## config.mk

```make
export PLATFORM = sky130hd
export DESIGN_NAME = fetch_unit_flat
export DESIGN_NICKNAME = d
export VERILOG_FILES = /design/src/rtl/fetch_pkg.sv /design/src/rtl/fetch_if.sv /design/src/rtl/fetch_next_pc.sv /design/src/rtl/fetch_unit.sv /design/src/flat_wrapper.sv
export SDC_FILE = /design/constraint.sdc
export NUM_CORES = 1
export LEC_CHECK = 0
export CAP_MARGIN = 15
export CORE_MARGIN = 8
export CORE_UTILIZATION = 35
export CTS_CLUSTER_SIZE = 8
export DETAILED_ROUTE_END_ITERATION = 8
export GPL_ROUTABILITY_DRIVEN = 0
export GPL_TIMING_DRIVEN = 1
export PLACE_DENSITY = 0.77
export REMOVE_ABC_BUFFERS = 1
export SKIP_CTS_REPAIR_TIMING = 1
export SLEW_MARGIN = 30
export SYNTH_ARGS = -nofsm -noshare
export SYNTH_HDL_FRONTEND = slang
export SYNTH_SLANG_ARGS = --single-unit
```

## constraint.sdc

```tcl
create_clock -name clk -period 2.19 [get_ports clk]
set_clock_uncertainty 0.2 [all_clocks]
set_input_delay 0.219 -clock clk [delete_from_list [all_inputs] [get_ports clk]]
set_output_delay 0.219 -clock clk [all_outputs]
set_load 0.005 [all_outputs]
```

## src/rtl/fetch_pkg.sv

```systemverilog
// Shared constants and state encoding for the instruction-fetch stage.
package fetch_pkg;

  localparam int unsigned FETCH_XLEN     = 32;
  localparam logic [31:0] FETCH_RESET_PC = 32'h0000_0000;
  localparam int unsigned PC_INC         = 4;

  typedef enum logic [2:0] {
    StIdle,
    StReq,
    StWait,
    StHold,
    StFault
  } fetch_state_e;

endpackage

```

## src/rtl/fetch_if.sv

```systemverilog
// Fetch-stage bus: instruction-memory handshake plus the held-instruction/redirect port to the core.
interface fetch_if #(
  parameter int unsigned XLEN = fetch_pkg::FETCH_XLEN
) ();

  logic            imem_req_valid;
  logic            imem_req_ready;
  logic [XLEN-1:0] imem_addr;
  logic            imem_rsp_valid;
  logic [XLEN-1:0] imem_rdata;
  logic [XLEN-1:0] instr;
  logic [XLEN-1:0] instr_pc;
  logic [XLEN-1:0] instr_pc_plus4;
  logic            instr_valid;
  logic            instr_ready;
  logic            pc_src;
  logic            target_sel;
  logic [XLEN-1:0] branch_target;
  logic [XLEN-1:0] jalr_target;
  logic            fetch_fault;

  modport master (
    output imem_req_valid, imem_addr, instr, instr_pc, instr_pc_plus4, instr_valid, fetch_fault,
    input  imem_req_ready, imem_rsp_valid, imem_rdata, instr_ready, pc_src, target_sel,
           branch_target, jalr_target
  );

  modport slave (
    input  imem_req_valid, imem_addr, instr, instr_pc, instr_pc_plus4, instr_valid, fetch_fault,
    output imem_req_ready, imem_rsp_valid, imem_rdata, instr_ready, pc_src, target_sel,
           branch_target, jalr_target
  );

endinterface

```

## src/rtl/fetch_next_pc.sv

```systemverilog
// Next-PC selection at retire: sequential +4 or redirect target (JALR bit 0 cleared).
// Misalignment detect output exists only with FETCH_MISALIGN_CHECK_EN.
module fetch_next_pc
  import fetch_pkg::*;
#(
  parameter int unsigned XLEN = FETCH_XLEN
) (
  input  logic [XLEN-1:0] i_pc,
  input  logic            i_pc_src,
  input  logic            i_target_sel,
  input  logic [XLEN-1:0] i_branch_target,
  input  logic [XLEN-1:0] i_jalr_target,
`ifdef FETCH_MISALIGN_CHECK_EN
  output logic            o_misaligned,
`endif
  output logic [XLEN-1:0] o_next_pc
);

  logic [XLEN-1:0] w_target;

  assign w_target  = i_target_sel ? {i_jalr_target[XLEN-1:1], 1'b0} : i_branch_target;
  assign o_next_pc = i_pc_src ? w_target : i_pc + XLEN'(PC_INC);

`ifdef FETCH_MISALIGN_CHECK_EN
  assign o_misaligned = i_pc_src && (w_target[1:0] != 2'b00);
`endif

endmodule

```

## src/rtl/fetch_unit.sv

```systemverilog
// Instruction-fetch stage: owns the PC, keeps one imem request in flight, holds instr until retire.
// Optional misaligned-redirect trap enabled by defining FETCH_MISALIGN_CHECK_EN.
module fetch_unit
  import fetch_pkg::*;
#(
  parameter int unsigned     XLEN     = FETCH_XLEN,
  parameter logic [XLEN-1:0] RESET_PC = XLEN'(FETCH_RESET_PC)
) (
  input logic      clk,
  input logic      rst_n,
  fetch_if.master  bus
);

  fetch_state_e    r_state, w_state_next;
  logic [XLEN-1:0] r_pc, w_pc_next;
  logic [XLEN-1:0] r_instr, w_instr_next;
  logic [XLEN-1:0] r_instr_pc, w_instr_pc_next;
  logic [XLEN-1:0] w_retire_pc;
`ifdef FETCH_MISALIGN_CHECK_EN
  logic            w_misaligned;
`endif

  fetch_next_pc #(
    .XLEN(XLEN)
  ) u_next_pc (
    .i_pc           (r_pc),
    .i_pc_src       (bus.pc_src),
    .i_target_sel   (bus.target_sel),
    .i_branch_target(bus.branch_target),
    .i_jalr_target  (bus.jalr_target),
`ifdef FETCH_MISALIGN_CHECK_EN
    .o_misaligned   (w_misaligned),
`endif
    .o_next_pc      (w_retire_pc)
  );

  always_ff @(posedge clk or negedge rst_n) begin
    if (!rst_n) begin
      r_state    <= StIdle;
      r_pc       <= RESET_PC;
      r_instr    <= '0;
      r_instr_pc <= RESET_PC;
    end else begin
      r_state    <= w_state_next;
      r_pc       <= w_pc_next;
      r_instr    <= w_instr_next;
      r_instr_pc <= w_instr_pc_next;
    end
  end

  // Responses outside WAIT are dropped; the PC only moves at retire, so it is stable in REQ.
  always_comb begin
    w_state_next    = r_state;
    w_pc_next       = r_pc;
    w_instr_next    = r_instr;
    w_instr_pc_next = r_instr_pc;
    case (r_state)
      StIdle: w_state_next = StReq;
      StReq: begin
        if (bus.imem_req_ready) w_state_next = StWait;
      end
      StWait: begin
        if (bus.imem_rsp_valid) begin
          w_instr_next    = bus.imem_rdata;
          w_instr_pc_next = r_pc;
          w_state_next    = StHold;
        end
      end
      StHold: begin
        if (bus.instr_ready) begin
          w_pc_next = w_retire_pc;
`ifdef FETCH_MISALIGN_CHECK_EN
          w_state_next = w_misaligned ? StFault : StReq;
`else
          w_state_next = StReq;
`endif
        end
      end
`ifdef FETCH_MISALIGN_CHECK_EN
      StFault: w_state_next = StFault;
`endif
      default: w_state_next = StIdle;
    endcase
  end

  assign bus.imem_req_valid = (r_state == StReq);
  assign bus.imem_addr      = r_pc;
  assign bus.instr          = r_instr;
  assign bus.instr_pc       = r_instr_pc;
  assign bus.instr_pc_plus4 = r_instr_pc + XLEN'(PC_INC);
  assign bus.instr_valid    = (r_state == StHold);
`ifdef FETCH_MISALIGN_CHECK_EN
  assign bus.fetch_fault    = (r_state == StFault);
`else
  assign bus.fetch_fault    = 1'b0;
`endif

endmodule

```

## src/flat_wrapper.sv

```systemverilog
// flat-port wrapper written by rule: the top's interface ports become plain ports
module fetch_unit_flat import fetch_pkg::*;
#(
  parameter int unsigned     XLEN     = FETCH_XLEN,
  parameter logic [XLEN-1:0] RESET_PC = XLEN'(FETCH_RESET_PC)
)
  (clk, rst_n, bus_imem_req_valid, bus_imem_addr, bus_instr, bus_instr_pc, bus_instr_pc_plus4, bus_instr_valid, bus_fetch_fault, bus_imem_req_ready, bus_imem_rsp_valid, bus_imem_rdata, bus_instr_ready, bus_pc_src, bus_target_sel, bus_branch_target, bus_jalr_target);
  fetch_if #(.XLEN(XLEN)) bus_i ();
  input logic clk;
  input logic rst_n;
  output wire logic [$bits(bus_i.imem_req_valid)-1:0] bus_imem_req_valid;
  output wire logic [$bits(bus_i.imem_addr)-1:0] bus_imem_addr;
  output wire logic [$bits(bus_i.instr)-1:0] bus_instr;
  output wire logic [$bits(bus_i.instr_pc)-1:0] bus_instr_pc;
  output wire logic [$bits(bus_i.instr_pc_plus4)-1:0] bus_instr_pc_plus4;
  output wire logic [$bits(bus_i.instr_valid)-1:0] bus_instr_valid;
  output wire logic [$bits(bus_i.fetch_fault)-1:0] bus_fetch_fault;
  input wire logic [$bits(bus_i.imem_req_ready)-1:0] bus_imem_req_ready;
  input wire logic [$bits(bus_i.imem_rsp_valid)-1:0] bus_imem_rsp_valid;
  input wire logic [$bits(bus_i.imem_rdata)-1:0] bus_imem_rdata;
  input wire logic [$bits(bus_i.instr_ready)-1:0] bus_instr_ready;
  input wire logic [$bits(bus_i.pc_src)-1:0] bus_pc_src;
  input wire logic [$bits(bus_i.target_sel)-1:0] bus_target_sel;
  input wire logic [$bits(bus_i.branch_target)-1:0] bus_branch_target;
  input wire logic [$bits(bus_i.jalr_target)-1:0] bus_jalr_target;
  assign bus_imem_req_valid = bus_i.imem_req_valid;
  assign bus_imem_addr = bus_i.imem_addr;
  assign bus_instr = bus_i.instr;
  assign bus_instr_pc = bus_i.instr_pc;
  assign bus_instr_pc_plus4 = bus_i.instr_pc_plus4;
  assign bus_instr_valid = bus_i.instr_valid;
  assign bus_fetch_fault = bus_i.fetch_fault;
  assign bus_i.imem_req_ready = bus_imem_req_ready;
  assign bus_i.imem_rsp_valid = bus_imem_rsp_valid;
  assign bus_i.imem_rdata = bus_imem_rdata;
  assign bus_i.instr_ready = bus_instr_ready;
  assign bus_i.pc_src = bus_pc_src;
  assign bus_i.target_sel = bus_target_sel;
  assign bus_i.branch_target = bus_branch_target;
  assign bus_i.jalr_target = bus_jalr_target;
  fetch_unit #(.XLEN(XLEN), .RESET_PC(RESET_PC)) u_core (.clk(clk), .rst_n(rst_n), .bus(bus_i));
endmodule
```

==> flow_summary.yaml, run 1 <==
status:
  status: "finished, violations left"
  violations: "setup timing"
clock_network:
  h-tree-depth: 3
  clock_sinks: 98
  cts.clk_slew.worst_paths_ns: 0.07
  cts_inserted_buffers: 9
  clock_latency_ns: 0.35
  cts_tree: "built"
  cts_buffer_depth: 2
  cts-root-buf: "clkbuf_16"
sta:
  setup_viol: 20
  fin_crit_sh_pct: 111.9
  drv_slew: 0
  slew_headroom_pct: 59.76
  fin_setup_tns_ns: -3.570
  hold_viol_final: 0
  max_freq_mhz: 408.1
  layout_setup_ws_ns: -0.2604
  post-route-min-period_ns: 2.450
  holdWs_ns: 0.2319
  tightest_slew_ns: 0.6037
  grt_setup_unrepaired: "yes"
global_route:
  grt_pass1_wl_um: 28950
  grt_pass1_vias: 5410
  grt_remaining_overflow: 0
  grt_max_degree: 44
  grt_antenna_before_repair: 0
  track_usage_pct: 18.51
power:
  p_leak_nw: 3.997
  ir_worst_vdd_uv: 510.6
  powerDensity_nw_per_um2: 1195
detailed_routing:
  met1_length_um: 7551
  first_iter_violations: 231
  ant_nets: 0
  routed.top_layer: "met4"
  viasPerCell: 5.171
  drcViolationCount: 0
  dr_wl_met2_um: 9651
  via_count: 5021
  route.met3.wl_um: 1065
  routed_wl_um: 18650
  firstDrtPassIters: 4
  wl_per_cell_um: 19.21
floorplan:
  core_area_um2: 15090
  initial_core_util_pct: 35.44
  die_w_um: 139.6
  ios: 234
  dieArea_um2: 19490
  die_h_um: 139.6
  fp-row-count: 45
place:
  place_hpwl_um: 14300
  dp_slack_ns: -0.2270
  numPortBuffers: 231
worst_setup_path:
  cp.required_ns: 1.77
  endpoint_kind: "primary output"
  critPathMaxStageDelay_ns: 0.37
  critical_path_depth: 9
  cp-start-kind: "flip-flop"
  crit_path_top_delay_cell: "dfrtp_1"
  reg2reg_to: "u_core.bus.imem_addr[16]$_DFFE_PN0P_"
  crit_path_max_fanout: 4
  reg2regPathDepth: 7
  ff2ff_setup_slack_ns: 0.14
  worstPathArrival_ns: 2.03
  r2r-start: "u_core.bus.imem_addr[2]$_DFFE_PN0P_"
  critPathBufInv: 3
  critPathTopFamily: "simple AND/OR/NAND/NOR gates"
  cp_cell_sequence: "buf_6, ha_4, nand4_1, nor3_2, buf_4, and2_4, nand3_1, xnor2_1, buf_2"
  critPathKind: "flip-flop to primary output"
layout:
  antenna_cells: 0
  area_growth_pct: 65.18
  layout-drive-gt1-share_pct: 30.27
  postLayoutCoreUtil_pct: 58.54
  layout.nets: 887
worst_hold_path:
  hold_path.class: "input port to asynchronous set/reset pin"
synthesis:
  synthCells: 489
  synth_top_area_share_pct: 45.86
  ys_seq_area_share_pct: 45.86
  synth_cell_types: 41
  syn_avg_cell_area_um2: 10.94
  ys_ff_latch: 98
  synth_area_leaders: "dfrtp_1 46%, mux2_2 19%, mux2i_1 4.3%"
  yosysTopAreaCell: "dfrtp_1"
  yosysWarnings: 0
  synth_area_um2: 5348
run:
  cap_violations: 0
-- registers in the layout, indices dropped and copies added (netlist names) --
signal                flops
u_core.bus.instr         32
u_core.r_state            2
u_core.bus.instr_pc      32
u_core.bus.imem_addr     32
-- cell families after synthesis --
family / count (synthesis) / share of synthesized area, %
other: 1 / 0.07012
XOR/XNOR: 28 / 4.586
flip-flops: 98 / 45.86
adder cells (fa/ha/maj): 5 / 1.170
AND/OR/NAND/NOR: 133 / 13.76
multiplexers: 112 / 23.05
buffers and inverters: 35 / 2.878
AO/OA/AOI/OAI: 77 / 8.634
-- Yosys cell counts --
| cell type | instances |
|---|---|
| a21oi_1 | 29 |
| nor4_1 | 1 |
| nand2b_1 | 1 |
| clkinv_1 | 1 |
| nand2_1 | 42 |
| and4_1 | 5 |
| nor2_1 | 13 |
| clkbuf_1 | 18 |
| a31o_1 | 1 |
| xor2_1 | 8 |
| o21ai_1 | 2 |
| o22ai_1 | 22 |
| nand3_2 | 3 |
| buf_4 | 3 |
| nor4_2 | 1 |
| nand3b_1 | 1 |
| buf_6 | 1 |
| a31oi_1 | 4 |
| buf_1 | 2 |
| a221o_1 | 2 |
| xnor2_1 | 20 |
| o21ai_0 | 12 |
| and3_1 | 11 |
| conb_1 | 1 |
| mux2_2 | 89 |
| nand3_1 | 29 |
| inv_1 | 7 |
| nor3_2 | 1 |
| a211oi_2 | 1 |
| ha_1 | 5 |
| nor4_4 | 3 |
| o221a_2 | 1 |
| o221ai_1 | 1 |
| mux2i_1 | 23 |
| o221a_1 | 2 |
| and2_1 | 8 |
| nor3_1 | 3 |
| dfrtp_1 | 98 |
| or4_1 | 1 |
| buf_2 | 3 |
| nand4_1 | 10 |
-- per-stage QoR --
step / power, mW / std cells / cell area [µm²]
after floorplan: 5.164 / 462 / 5224
after global placement: 8.632 / 950 / 8353
final: 10.55 / 971 / 8833
after global routing: 11.20 / 971 / 8833
after detailed placement: 8.840 / 950 / 8353
after CTS: 10.72 / 965 / 8693
-- worst max path at each step --
stage | end | start
2_1_floorplan | u_core.bus.imem_addr[12]$_DFFE_PN0P_ | u_core.r_state[0]$_DFFE_PN0P_
3_3_place_gp | bus_instr_pc_plus4[31] | u_core.bus.instr_pc[8]$_DFFE_PN0P_
3_5_place_dp | bus_instr_pc_plus4[20] | u_core.bus.instr_pc[3]$_DFFE_PN0P_
4_1_cts | bus_instr_pc_plus4[20] | u_core.bus.instr_pc[3]$_DFFE_PN0P_
5_1_grt | bus_instr_pc_plus4[31] | u_core.bus.instr_pc[4]$_DFFE_PN0P_
6_report | bus_instr_pc_plus4[20] | u_core.bus.instr_pc[3]$_DFFE_PN0P_
-- worst register-to-register path: stages (launching register included) --
cell and delay, ns:
dfrtp_1 0.36, ha_1 0.20, nand3_2 0.13, nor4_4 0.37
buf_12 0.17, and2_1 0.17, a31oi_1 0.10, o221a_1 0.22
-- power breakdown --
group	total (mW)	internal (mW)	switching [mW]	leakage [nW]
registers	3.33	2.63	0.705	1.24
logic	5.39	3.35	2.04	2.60
clock network	1.83	1.12	0.713	0.162
-- final cells by class --
class                   instances  area (µm²)
fillers                      1270        6256
inverters                       8       30.03
flip-flops and latches         98        2452
repair buffers                306        2872
clock buffers                   9       225.2
well taps                     188       235.2
multi-input cells             356        2904
clock inverters                 6       115.1
-- per-layer routing --
layer  GRT usage (%)  up-vias
met5               0        -
met4           7.200        0
met3           4.172       25
met2           32.90      155
met1           21.22     2474
li1                -     2367
-- placed cells by master, fill, tap and decap left out, types with 4 or more instances in the layout --
| cell type | count |
|---|---|
| clkdlybuf4s50_1 | 201 |
| dfrtp_1 | 98 |
| mux2_2 | 89 |
| buf_4 | 63 |
| nand2_1 | 35 |
| a21oi_1 | 29 |
| nand3_1 | 23 |
| mux2i_1 | 23 |
| o22ai_1 | 22 |
| buf_2 | 21 |
| xnor2_1 | 16 |
| nor2_1 | 12 |
| o21ai_0 | 12 |
| and3_1 | 10 |
| nand4_1 | 10 |
| clkbuf_16 | 9 |
| xor2_1 | 8 |
| nand3_2 | 7 |
| inv_1 | 7 |
| dlymetal6s2s_1 | 7 |
| buf_6 | 7 |
| and4_1 | 5 |
| buf_12 | 5 |
| nor4_4 | 4 |
| and2_4 | 4 |
| xnor2_2 | 4 |
| nand2_4 | 4 |
| a31oi_1 | 4 |
| ha_1 | 4 |
Note: power is estimated with default switching activity, not from simulation.
==> run 2, diff against run 1 <==
--- a/config.mk
+++ b/config.mk
@@ -7,12 +7,12 @@
 export LEC_CHECK = 0
 export CAP_MARGIN = 15
 export CORE_MARGIN = 8
-export CORE_UTILIZATION = 35
+export CORE_UTILIZATION = 43
 export CTS_CLUSTER_SIZE = 8
 export DETAILED_ROUTE_END_ITERATION = 8
 export GPL_ROUTABILITY_DRIVEN = 0
 export GPL_TIMING_DRIVEN = 1
-export PLACE_DENSITY = 0.77
+export PLACE_DENSITY = 0.9
 export REMOVE_ABC_BUFFERS = 1
 export SKIP_CTS_REPAIR_TIMING = 1
 export SLEW_MARGIN = 30
==> run 2 against run 1 <==
  * The flow still finishes with violations (setup timing)
  * Power grew 0.56%
  * Clock power grew 5%
  * Maximum frequency down 0.60%
  * Combinational power fell by 1%
  * Largest cell class unchanged
  * Core utilization rose by 14 points
  * Critical endpoint is now bus_instr_pc_plus4[29]
  * Sequential share of layout area grew 0.16 points
  * Worst setup slack got worse by 0.015 ns
  * Hold slack lost 0.060 ns
  * Global-route usage rose by 3.4 points
  * Die area fell by 17%
==> flow_summary.yaml, run 2 (synthesis gave the netlist of run 1 again) <==
detailed_routing:
  firstDrtPassIters: 5
  via_count: 5114
  viasPerCell: 5.366
  wl_per_cell_um: 19.34
  drcViolationCount: 0
  ant_nets: 0
  first_iter_violations: 252
  routed_wl_um: 18430
worst_setup_path:
  crit_path_top_delay_cell: "dfrtp_1"
  crit_path_max_fanout: 4
  cp-start-kind: "flip-flop"
  critPathKind: "flip-flop to primary output"
  setup.worst_path.start: "u_core.bus.instr_pc[3]$_DFFE_PN0P_"
  r2r-start: "u_core.bus.imem_addr[5]$_DFFE_PN0P_"
  cp_cell_sequence: "nand2_2, nor4_2, buf_4, buf_6, and2_4, buf_6, nand2_2, xnor2_1, buf_2"
  worstPathArrival_ns: 2.05
  endpoint_kind: "primary output"
  critPathMaxStageDelay_ns: 0.45
  cp.required_ns: 1.77
sta:
  drv_slew: 0
  slew_headroom_pct: 64.40
  hold_viol_final: 0
  holdWs_ns: 0.1723
  tightest_slew_ns: 0.5340
  max_freq_mhz: 405.6
  post-route-min-period_ns: 2.465
  grt_setup_unrepaired: "yes"
  setup_viol: 19
  fin_crit_sh_pct: 112.6
  layout_setup_ws_ns: -0.2752
layout:
  area_growth_pct: 64.39
  layout.nets: 888
  postLayoutCellArea_um2: 8791
  layout-drive-gt1-share_pct: 30.70
  postLayoutCoreUtil_pct: 72.88
  layout_common_cells: "201 x clkdlybuf4s50_1, 96 x dfrtp_1, 89 x mux2_2"
  antenna_cells: 0
  mostFrequentLayoutCell: "clkdlybuf4s50_1"
power:
  p_leak_nw: 3.949
  powerDensity_nw_per_um2: 1207
  ir_worst_vdd_uv: 816.5
floorplan:
  dieArea_um2: 16260
  ios: 234
  core_area_um2: 12060
  die_h_um: 127.5
  fp-row-count: 40
  die_w_um: 127.5
  initial_core_util_pct: 44.34
clock_network:
  cts.clk_slew.worst_paths_ns: 0.07
  cts-root-buf: "clkbuf_16"
  cts_tree: "built"
  clock_latency_ns: 0.34
  h-tree-depth: 3
  cts_buffer_depth: 2
  clock_sinks: 98
  cts_inserted_buffers: 9
global_route:
  grt_max_degree: 41
  grt_pass1_wl_um: 28210
  grt_remaining_overflow: 0
  grt_antenna_before_repair: 0
  grt_pass1_vias: 5434
  track_usage_pct: 21.88
place:
  dpl_cell_area_um2: 8303
  numPortBuffers: 231
  place_hpwl_um: 13940
status:
  violations: "setup timing"
  status: "finished, violations left"
worst_hold_path:
  hold_path.class: "input port to asynchronous set/reset pin"
run:
  cap_violations: 0
==> run 2: worst paths after layout <==
check                                                  endpoint  slack, ns  cells past startpoint
setup / recovery                         bus_instr_pc_plus4[29]      -0.28                      9
hold / removal                  u_core.bus.instr[4]$_DFFE_PN0P_       0.17                      2
setup reg to reg           u_core.bus.imem_addr[19]$_DFFE_PN0P_       0.14                      5
hold reg to reg                u_core.bus.instr[25]$_DFFE_PN0P_       0.31                      1
max in group asynchronous    u_core.bus.instr_pc[2]$_DFFE_PN0P_       1.00                      3
min in group clk                u_core.bus.instr[6]$_DFFE_PN0P_       0.29                      2
==> run 2: worst max-delay path, delay by kind of cell (launching register included) <==
kind                   cells  cell delay (ns)
buffers and inverters      4             0.53
XOR/XNOR                   1             0.17
flip-flops                 1             0.45
AND/OR/NAND/NOR            4             0.56
==> run 2: stage by stage <==
| stage | cells | power (mW) | TNS (ns) | setup WS, ns |
|---|---|---|---|---|
| global route | 953 | 11.24 | -4.566 | -0.3469 |
| global placement | 929 | 8.553 | -1.658 | -0.2293 |
| detailed placement | 929 | 8.787 | -3.125 | -0.3372 |
| CTS | 945 | 10.77 | -11.81 | -0.7137 |
| finish | 953 | 10.61 | -3.039 | -0.2752 |
| floorplan | 462 | 5.164 | -50.70 | -0.6612 |
==> run 2: layout make-up <==
class                           count  area (µm²)
Timing Repair Buffer              307        2863
Clock buffer                       10       229.0
Multi-Input combinational cell    356        2867
Sequential cell                    98        2455
Fill cell                         804        3271
Tap cell                          168       210.2
Inverter                            8       30.03
Clock inverter                      6       137.6
==> run 2: routing by layer <==
metal  wire [µm]  vias to the layer above  global-route usage (%)
met5           0                        -                       0
met4         421                        0                   8.328
met3        1638                       30                   7.488
met2        9720                      221                   39.79
met1        6648                     2502                   22.76
li1            -                     2361                       -
==> run 2: report_power, final <==
group,internal [mW],switching [mW]
clock network,1.24,0.694
logic,3.31,2.02
registers,2.63,0.728
